File: src/rtl/bus_arbiter_rr.sv
// Round-robin system-bus arbiter with turnaround cycle, burst limit and watchdog.
// Latency: grant registered one cycle after req is sampled; one dead cycle between owners.
// Backpressure: grant is held while BUS_req is high; release and preempt wait for BUS_req low.
module bus_arbiter_rr #(
    parameter int NREQ       = 8,
    parameter int MAX_BURST  = 16,
    parameter int TIMEOUT    = 255,
    parameter bit HI_PRIO_EN = 1'b1
) (
    input  logic            clk,
    input  logic            clr_in,
    input  logic [NREQ-1:0] req,
    output logic [NREQ-1:0] grant,
    input  logic            BUS_req,
    input  logic            BUS_ready,
    output logic            bus_timeout,
    output logic [2:0]      owner,
    output logic            busy
);
    localparam int WW = (TIMEOUT > 0) ? $clog2(TIMEOUT + 1) : 1;
    localparam int BW = $clog2(MAX_BURST + 1);
    localparam logic [WW-1:0]   WAIT_LAST = WW'((TIMEOUT > 0) ? TIMEOUT - 1 : 0);
    localparam logic [BW-1:0]   BURST_MAX = BW'(MAX_BURST);
    localparam logic [NREQ-1:0] ONE_HOT0  = {{(NREQ-1){1'b0}}, 1'b1};

    typedef enum logic [1:0] {
        IDLE     = 2'd0,
        GRANT    = 2'd1,
        HANDOVER = 2'd2
    } state_t;

    state_t          state_q, state_d;
    logic [NREQ-1:0] grant_q, grant_d;
    logic [2:0]      owner_q, owner_d;
    logic [2:0]      last_q, last_d;
    logic [BW-1:0]   burst_q, burst_d;
    logic [WW-1:0]   wait_q, wait_d;
    logic            timeout_q, timeout_d;

    logic            win_vld;
    logic [2:0]      win_idx;
    int              best_dist;
    logic            owner_req;
    logic            other_req;
    logic            stall;
    logic            done;

    // Winner is the set request closest after last_q in circular order.
    always_comb begin
        win_vld   = 1'b0;
        win_idx   = '0;
        best_dist = NREQ;
        if (HI_PRIO_EN && req[0]) begin
            win_vld = 1'b1;
            win_idx = '0;
        end else begin
            for (int j = 0; j < NREQ; j++) begin
                if (req[j] && (((j + 2*NREQ - 1 - int'(last_q)) % NREQ) < best_dist)) begin
                    best_dist = (j + 2*NREQ - 1 - int'(last_q)) % NREQ;
                    win_idx   = 3'(j);
                    win_vld   = 1'b1;
                end
            end
        end
    end

    assign owner_req = |(req & grant_q);
    assign other_req = |(req & ~grant_q);
    assign stall     = BUS_req && !BUS_ready;
    assign done      = BUS_req && BUS_ready;

    always_comb begin
        state_d   = state_q;
        grant_d   = grant_q;
        owner_d   = owner_q;
        last_d    = last_q;
        burst_d   = burst_q;
        wait_d    = wait_q;
        timeout_d = 1'b0;
        unique case (state_q)
            IDLE, HANDOVER: begin
                state_d = IDLE;
                grant_d = '0;
                if (win_vld) begin
                    state_d = GRANT;
                    grant_d = ONE_HOT0 << win_idx;
                    owner_d = win_idx;
                    last_d  = win_idx;
                    burst_d = '0;
                    wait_d  = '0;
                end
            end
            GRANT: begin
                if (done && (burst_q != BURST_MAX)) begin
                    burst_d = burst_q + BW'(1);
                end
                wait_d = (stall && (TIMEOUT != 0)) ? wait_q + WW'(1) : '0;
                if ((TIMEOUT != 0) && stall && (wait_q == WAIT_LAST)) begin
                    timeout_d = 1'b1;
                    wait_d    = '0;
                    grant_d   = '0;
                    state_d   = HANDOVER;
                end else if (!BUS_req && (!owner_req || ((burst_q == BURST_MAX) && other_req))) begin
                    grant_d = '0;
                    state_d = HANDOVER;
                end
            end
            default: begin
                state_d = IDLE;
                grant_d = '0;
            end
        endcase
    end

    always_ff @(posedge clk) begin
        if (!clr_in) begin
            state_q   <= IDLE;
            grant_q   <= '0;
            owner_q   <= '0;
            last_q    <= 3'(NREQ - 1);
            burst_q   <= '0;
            wait_q    <= '0;
            timeout_q <= 1'b0;
        end else begin
            state_q   <= state_d;
            grant_q   <= grant_d;
            owner_q   <= owner_d;
            last_q    <= last_d;
            burst_q   <= burst_d;
            wait_q    <= wait_d;
            timeout_q <= timeout_d;
        end
    end

    assign grant       = grant_q;
    assign owner       = owner_q;
    assign busy        = (state_q == GRANT);
    assign bus_timeout = timeout_q;

endmodule
File: config.mk
export PLATFORM = sky130hd
export DESIGN_NAME = bus_arbiter_rr
export DESIGN_NICKNAME = d
export VERILOG_FILES = /design/src/rtl/bus_arbiter_rr.sv
export SDC_FILE = /design/constraint.sdc
export NUM_CORES = 1
export LEC_CHECK = 0
export BUFFER_PORTS_ARGS = -buffer_cell sky130_fd_sc_hd__buf_2
export CORE_MARGIN = 2
export CORE_UTILIZATION = 45
export CTS_CLUSTER_SIZE = 24
export DETAILED_ROUTE_END_ITERATION = 10
export GPL_ROUTABILITY_DRIVEN = 0
export GPL_TIMING_DRIVEN = 0
export PLACE_DENSITY = 0.72
export SLEW_MARGIN = 25
export SYNTH_ARGS = -nofsm -noshare
export SYNTH_HDL_FRONTEND = slang
export SYNTH_SLANG_ARGS = --single-unit
File: constraint.sdc
create_clock -name clk -period 6.1 [get_ports clk]
set_input_delay 0.305 -clock clk [delete_from_list [all_inputs] [get_ports clk]]
set_output_delay 0.305 -clock clk [all_outputs]
set_load 0.02 [all_outputs]
==> summary.txt, run 1 <==
Clock network
  • # hold bufs at CTS: 0
  • CTS tree: done
  • Clock sink count: 30
  • Maximum clock insertion buffer count: 2
  • Clock-pin slew of the registers on the worst-case setup and hold paths: 70 ps
  • Clk Latency, worst-skew pair: 290 ps
  • H-tree depth: 2
  • Num CTS Buffers: 5
  • Clock root buffer: clkbuf_8

Power and ir drop
  • Switching part of the total: 0.487
  • Pint: 0.00123 W
  • LEAKAGE: 1.33 nW
  • Comb pwr share: 0.819
  • Switch Pwr: 0.00117 W
  • Clock network power share: 0.070
  • Power per cell area: 713 nW/um^2
  • Peak VDD IR: 617 uV
  • Reg power frac: 0.111
  • Final Power: 0.00240 W

Final layout
  • Nets: 404
  • FF+latch area: 608 sq um
  • Finished Cell Area: 3370 sq um
  • Antenna fix cells: 0
  • Area grow syn2layout: 30.9%
  • Finished Layout Cells: 455
  • Multi-input gate area: 2050 sq um
  • Filler Cells Inserted: 463
  • Share of cells above drive strength 1: 0.319

Synth
  • Syn Nets: 350
  • Top cell type's share of synthesized area: 0.233
  • YS warnings: 0
  • Mapped Area: 2570 sq um
  • Netlist cell types: 73
  • Primary FF master, synth: dfxtp_1
  • Post-synth EDFFs: 0
  • Ranking of synthesized cells by area: dfxtp_1 23%, ha_1 4.9%, nand2_1 4.8%
  • Synth Area per Inst: 7.85 sq um
  • Cells after Synth: 328
  • Ys async rst share: 0
  • Sequential fraction of the synthesis area: 0.233
  • Yosys reg bits: 30
  • Post-synth top area cell: dfxtp_1

Floorplanning
  • Die ar.: 6340 sq um
  • Core area: 5510 sq um
  • Die X: 79.6 um
  • Die height: 79.6 um
  • IO Pins: 25
  • # rows: 27
  • Initial Util: 0.468

Placement
  • Placed Instances: 421
  • Hpwl dp: 5290 um
  • Port bufs: 21
  • Post-DP Area: 2810 sq um

Worst hold path
  • WHS Path Cells: 3
  • Worst hold endpoint: owner[0]$_SDFFE_PN0P_
  • HP Class: input port to register
  • Hold path start: clr_in

Timing
  • Max-slew headroom: 0.407
  • Period utilization: 1.06
  • Tmin final: 6440 ps
  • Setup violators final: 13
  • Worst-margin pin slew: 878 ps
  • RSZ-0062 raised after global routing: yes
  • Setup WS post-layout: -344 ps
  • Post-Route Skew: 8.29 ps
  • Count of final hold-check violations: 0
  • Setup_tns: -3080 ps
  • Max Slew Vio Count: 0
  • Max Clock Freq: 155 MHz

Setup path
  • Worst r2r src: last_q[0]$_SDFFE_PN1P_
  • CP Data Required Time: 6270 ps
  • Reg-to-Reg End: grant[1]$_SDFFE_PN0P_
  • Largest stage delay on the critical path: 440 ps
  • WP data arrival: 6620 ps
  • Worst-path fanout max: 10
  • Crit path max-delay cell type: or4_4
  • Critical path capture point type: register
  • Cells on worst reg2reg path: 34
  • Worst setup path category: register to register
  • Type of origin of the critical path: register
  • Setup slack, reg-to-reg: -340 ps

Global routing
  • Tot GR Track Use: 0.247
  • Total grt overflow: 0
  • Vias in the first global route: 2529
  • First-pass GRT wire length: 12400 um
  • Initial antenna violation count: 0
  • Largest net degree at the start of global routing: 11

Job
  • Max_cap viols: 0

Routing
  • DR vias: 2863
  • Per-cell routed wire length: 17.3 um
  • Starting DRT DRC Count: 354
  • Total Routed Length: 7850 um
  • DR pass1 iterations: 5
  • Remaining DRCs: 0
  • Antenna-violating nets left: 0
  • Vias/cell: 6.29

Status
  • Failing checks: negative setup slack
  • Status: finished, violations left
==> critical path: cells and delay by family (launching register included) <==
family / cells / cell delay (ps)
compound gates: 18 / 3400
fa+ha+maj: 3 / 570
buf+inv: 4 / 470
flops: 1 / 350
mux: 1 / 350
simple gates: 8 / 1180
==> sequential cells by signal (all words and copies together), names as in the netlist <==
name,count
bus_timeout,1
grant,8
burst_q,5
state_q,2
owner,3
last_q,3
wait_q,8
==> routing by layer <==
layer  wire length [um]  vias to the layer above  global-route usage
met1               3470                     1346               0.341
li1                   -                     1341                   -
met4                174                        0              0.0897
met5                  0                        -                   0
met3                623                       23              0.0430
met2               3580                      153               0.385
==> what timing repair did <==
item / in CTS / in global routing
endpoints found under the setup margin: 13 / 13
hold endpoints to repair: 0 / 0
buffers inserted: 18 / 8
resized for setup: 37 / 24
pin swaps: 29 / 20
==> power groups by stage <==
stage | clock (W) | sequential, W | combinational (W)
6_report | 0.000168 | 0.000267 | 0.00197
5_1_grt | 0.000178 | 0.000271 | 0.00209
4_1_cts | 0.000171 | 0.000269 | 0.00166
3_5_place_dp | 0 | 0.000274 | 0.00134
3_3_place_gp | 0 | 0.000273 | 0.00133
2_1_floorplan | 0 | 0.000290 | 0.00104
==> cells in the final DEF, fill, tap and decap left out, drive strengths merged, types with 9 or more instances in the layout <==
cell type,Yosys,final
a21oi,22,22
and2,9,9
buf,9,56
clkbuf,5,11
dfxtp,30,30
ha,10,10
inv,19,19
nand2,33,33
nand3,11,11
nor2,24,24
o21ai,23,23
==> cell type report <==
cell class | instances | area share
Multi-Input combinational cell | 265 | 0.610
Clock inverter | 2 | 0.00371
Inverter | 19 | 0.0241
Sequential cell | 30 | 0.180
Timing Repair Buffer | 47 | 0.0902
Clock buffer | 6 | 0.0245
Buffer | 14 | 0.0408
Tap cell | 72 | 0.0267
==> worst max-delay path by stage <==
stage,start,to
2_1_floorplan,last_q[0]$_SDFFE_PN1P_,grant[1]$_SDFFE_PN0P_
3_3_place_gp,last_q[1]$_SDFFE_PN1P_,grant[1]$_SDFFE_PN0P_
3_5_place_dp,last_q[1]$_SDFFE_PN1P_,grant[1]$_SDFFE_PN0P_
4_1_cts,last_q[0]$_SDFFE_PN1P_,grant[1]$_SDFFE_PN0P_
5_1_grt,last_q[0]$_SDFFE_PN1P_,grant[1]$_SDFFE_PN0P_
6_report,last_q[0]$_SDFFE_PN1P_,grant[1]$_SDFFE_PN0P_
==> logic make-up (layout without fill, tap and decap cells) <==
family / after synthesis / in the layout / share of synthesized area
adder cells (fa/ha/maj): 11 / 11 / 0.0525
AO/OA/AOI/OAI: 123 / 123 / 0.355
AND/OR/NAND/NOR: 117 / 117 / 0.231
XOR/XNOR: 9 / 9 / 0.0335
multiplexers: 5 / 5 / 0.0258
buffers and inverters: 33 / 88 / 0.0690
flip-flops: 30 / 30 / 0.233
==> cells in the mapped netlist (all sizes together), types with 9 or more instances <==
library cell / count
ha: 10
dfxtp: 30
a21oi: 22
nand3: 11
nor2: 24
o21ai: 23
buf: 9
and2: 9
nand2: 33
inv: 19
==> per-stage QoR <==
stage	hold WS (ps)	util	worst slack (ps)
2_1_floorplan	458	-	-56.0
3_3_place_gp	448	0.510	-811
3_5_place_dp	450	0.510	-809
4_1_cts	338	0.582	-290
5_1_grt	353	0.612	-604
6_report	342	0.612	-344
(Power assumes the default switching activity.)
==> run 2: changes to the inputs <==
- CORE_MARGIN: 2 -> unset
==> summary.txt, run 2 (synthesis results as in run 1) <==
Clock network
  • Clock sink count: 30
  • CTS tree: done
  • Num CTS Buffers: 5
  • Clock root buffer: clkbuf_8
  • Maximum clock insertion buffer count: 2
  • Clock-pin slew of the registers on the worst-case setup and hold paths: 70 ps
  • H-tree depth: 2
  • Clk Latency, worst-skew pair: 290 ps

Routing
  • Remaining DRCs: 0
  • Wire length on met2: 4200 um
  • Starting DRT DRC Count: 432
  • Per-cell routed wire length: 19.4 um
  • Vias/cell: 6.59
  • DR pass1 iterations: 5
  • DR vias: 3089
  • Highest Signal Layer: met4
  • Met1 WL: 3540 um
  • Antenna-violating nets left: 0
  • Total Routed Length: 9090 um
  • Wire length on met3: 858 um

Setup path
  • Largest stage delay on the critical path: 500 ps
  • CP Data Required Time: 6290 ps
  • Critical path capture point type: register
  • Crit path max-delay cell type: or4_4
  • Worst setup path category: register to register
  • Worst-path fanout max: 10
  • Crit-path most repeated cell: buf_4
  • WP data arrival: 6900 ps
  • Type of origin of the critical path: register

Timing
  • Max Slew Vio Count: 0
  • Worst-margin pin slew: 943 ps
  • Post-Route Skew: 8.49 ps
  • Period utilization: 1.10
  • Max-slew headroom: 0.363
  • Count of final hold-check violations: 0
  • Setup WS post-layout: -608 ps
  • Max Clock Freq: 149 MHz
  • Setup violators final: 13
  • RSZ-0062 raised after global routing: yes
  • Hold WS: 343 ps
  • Tmin final: 6710 ps

Final layout
  • Share of cells above drive strength 1: 0.378
  • Commonest non-fill, non-tap cell in the layout: buf_4
  • Nets: 418
  • Filler Cells Inserted: 404
  • Antenna fix cells: 0
  • Area grow syn2layout: 39.0%
  • Commonest cells after routing, fill and taps aside: 38 x buf_4, 31 x nand2_1, 28 x dfxtp_1

Global routing
  • First-pass GRT wire length: 13400 um
  • Vias in the first global route: 2709
  • Total grt overflow: 0
  • Tot GR Track Use: 0.277
  • Largest net degree at the start of global routing: 11
  • Initial antenna violation count: 0

Floorplanning
  • # rows: 27
  • Die height: 77.6 um
  • Initial Util: 0.468
  • Core area: 5510 sq um
  • IO Pins: 25
  • Die X: 77.6 um
  • Die ar.: 6030 sq um

Status
  • Failing checks: negative setup slack
  • Status: finished, violations left

Placement
  • Worst slack, placed: -836 ps
  • Port bufs: 21
  • Hpwl dp: 5240 um

Worst hold path
  • HP Class: input port to register

Job
  • Max_cap viols: 0
## run 2: final cells by class
| type | count | area, sq um | area share |
|---|---|---|---|
| multi-input cells | 265 | 2130 | 0.596 |
| flip-flops and latches | 30 | 608 | 0.170 |
| repair buffers | 61 | 417 | 0.116 |
| plain buffers | 14 | 141 | 0.0395 |
| well taps | 72 | 90.1 | 0.0252 |
| inverters | 19 | 81.3 | 0.0227 |
| clock buffers | 5 | 68.8 | 0.0192 |
| clock inverters | 3 | 40.0 | 0.0112 |
## run 2: routing by layer
metal / track usage / vias up
met4: 0.104 / 0
met2: 0.465 / 224
li1: - / 1363
met3: 0.0447 / 66
met1: 0.353 / 1436
met5: 0 / -
## run 2: path summary, 6_finish.rpt
path | from | to | slack [ps] | cells after the start
worst max-delay path | last_q[1]$_SDFFE_PN1P_ | grant[1]$_SDFFE_PN0P_ | -610 | 33
worst min-delay path | clr_in | owner[0]$_SDFFE_PN0P_ | 340 | 3
worst max register to register | last_q[1]$_SDFFE_PN1P_ | grant[1]$_SDFFE_PN0P_ | -610 | 33
worst min register to register | owner[2]$_SDFFE_PN0P_ | owner[2]$_SDFFE_PN0P_ | 450 | 2
## run 2: repair_timing
item	CTS	global route
hold buffers	0	0
setup endpoints to repair	13	13
setup buffers	24	16
gates cloned	0	0
gates resized for setup	57	25
pin swaps	31	28
## run 2: worst max-delay path: cells and delay by family, from the launching register on
family                   cells  cell delay (ps)
XOR/XNOR                     1              200
AND/OR/NAND/NOR              6             1110
buffers and inverters        7             1120
AO/OA/AOI/OAI               15             2650
adder cells (fa/ha/maj)      2              570
flip-flops                   1              360
multiplexers                 2              550
## run 2: through the flow
step	utilization	setup TNS [ps]	instances	instance area, sq um
global route	0.650	-9770	469	3580
global placement	0.510	-7970	421	2810
finish	0.650	-6380	469	3580
detailed placement	0.510	-8450	421	2810
floorplan	-	-56.0	328	2610
CTS	0.609	-2160	453	3350
Power of run 2 is left out: the tool's default activity adds up to more than one toggle a clock period on the data nets, which glitch-free logic cannot reach.
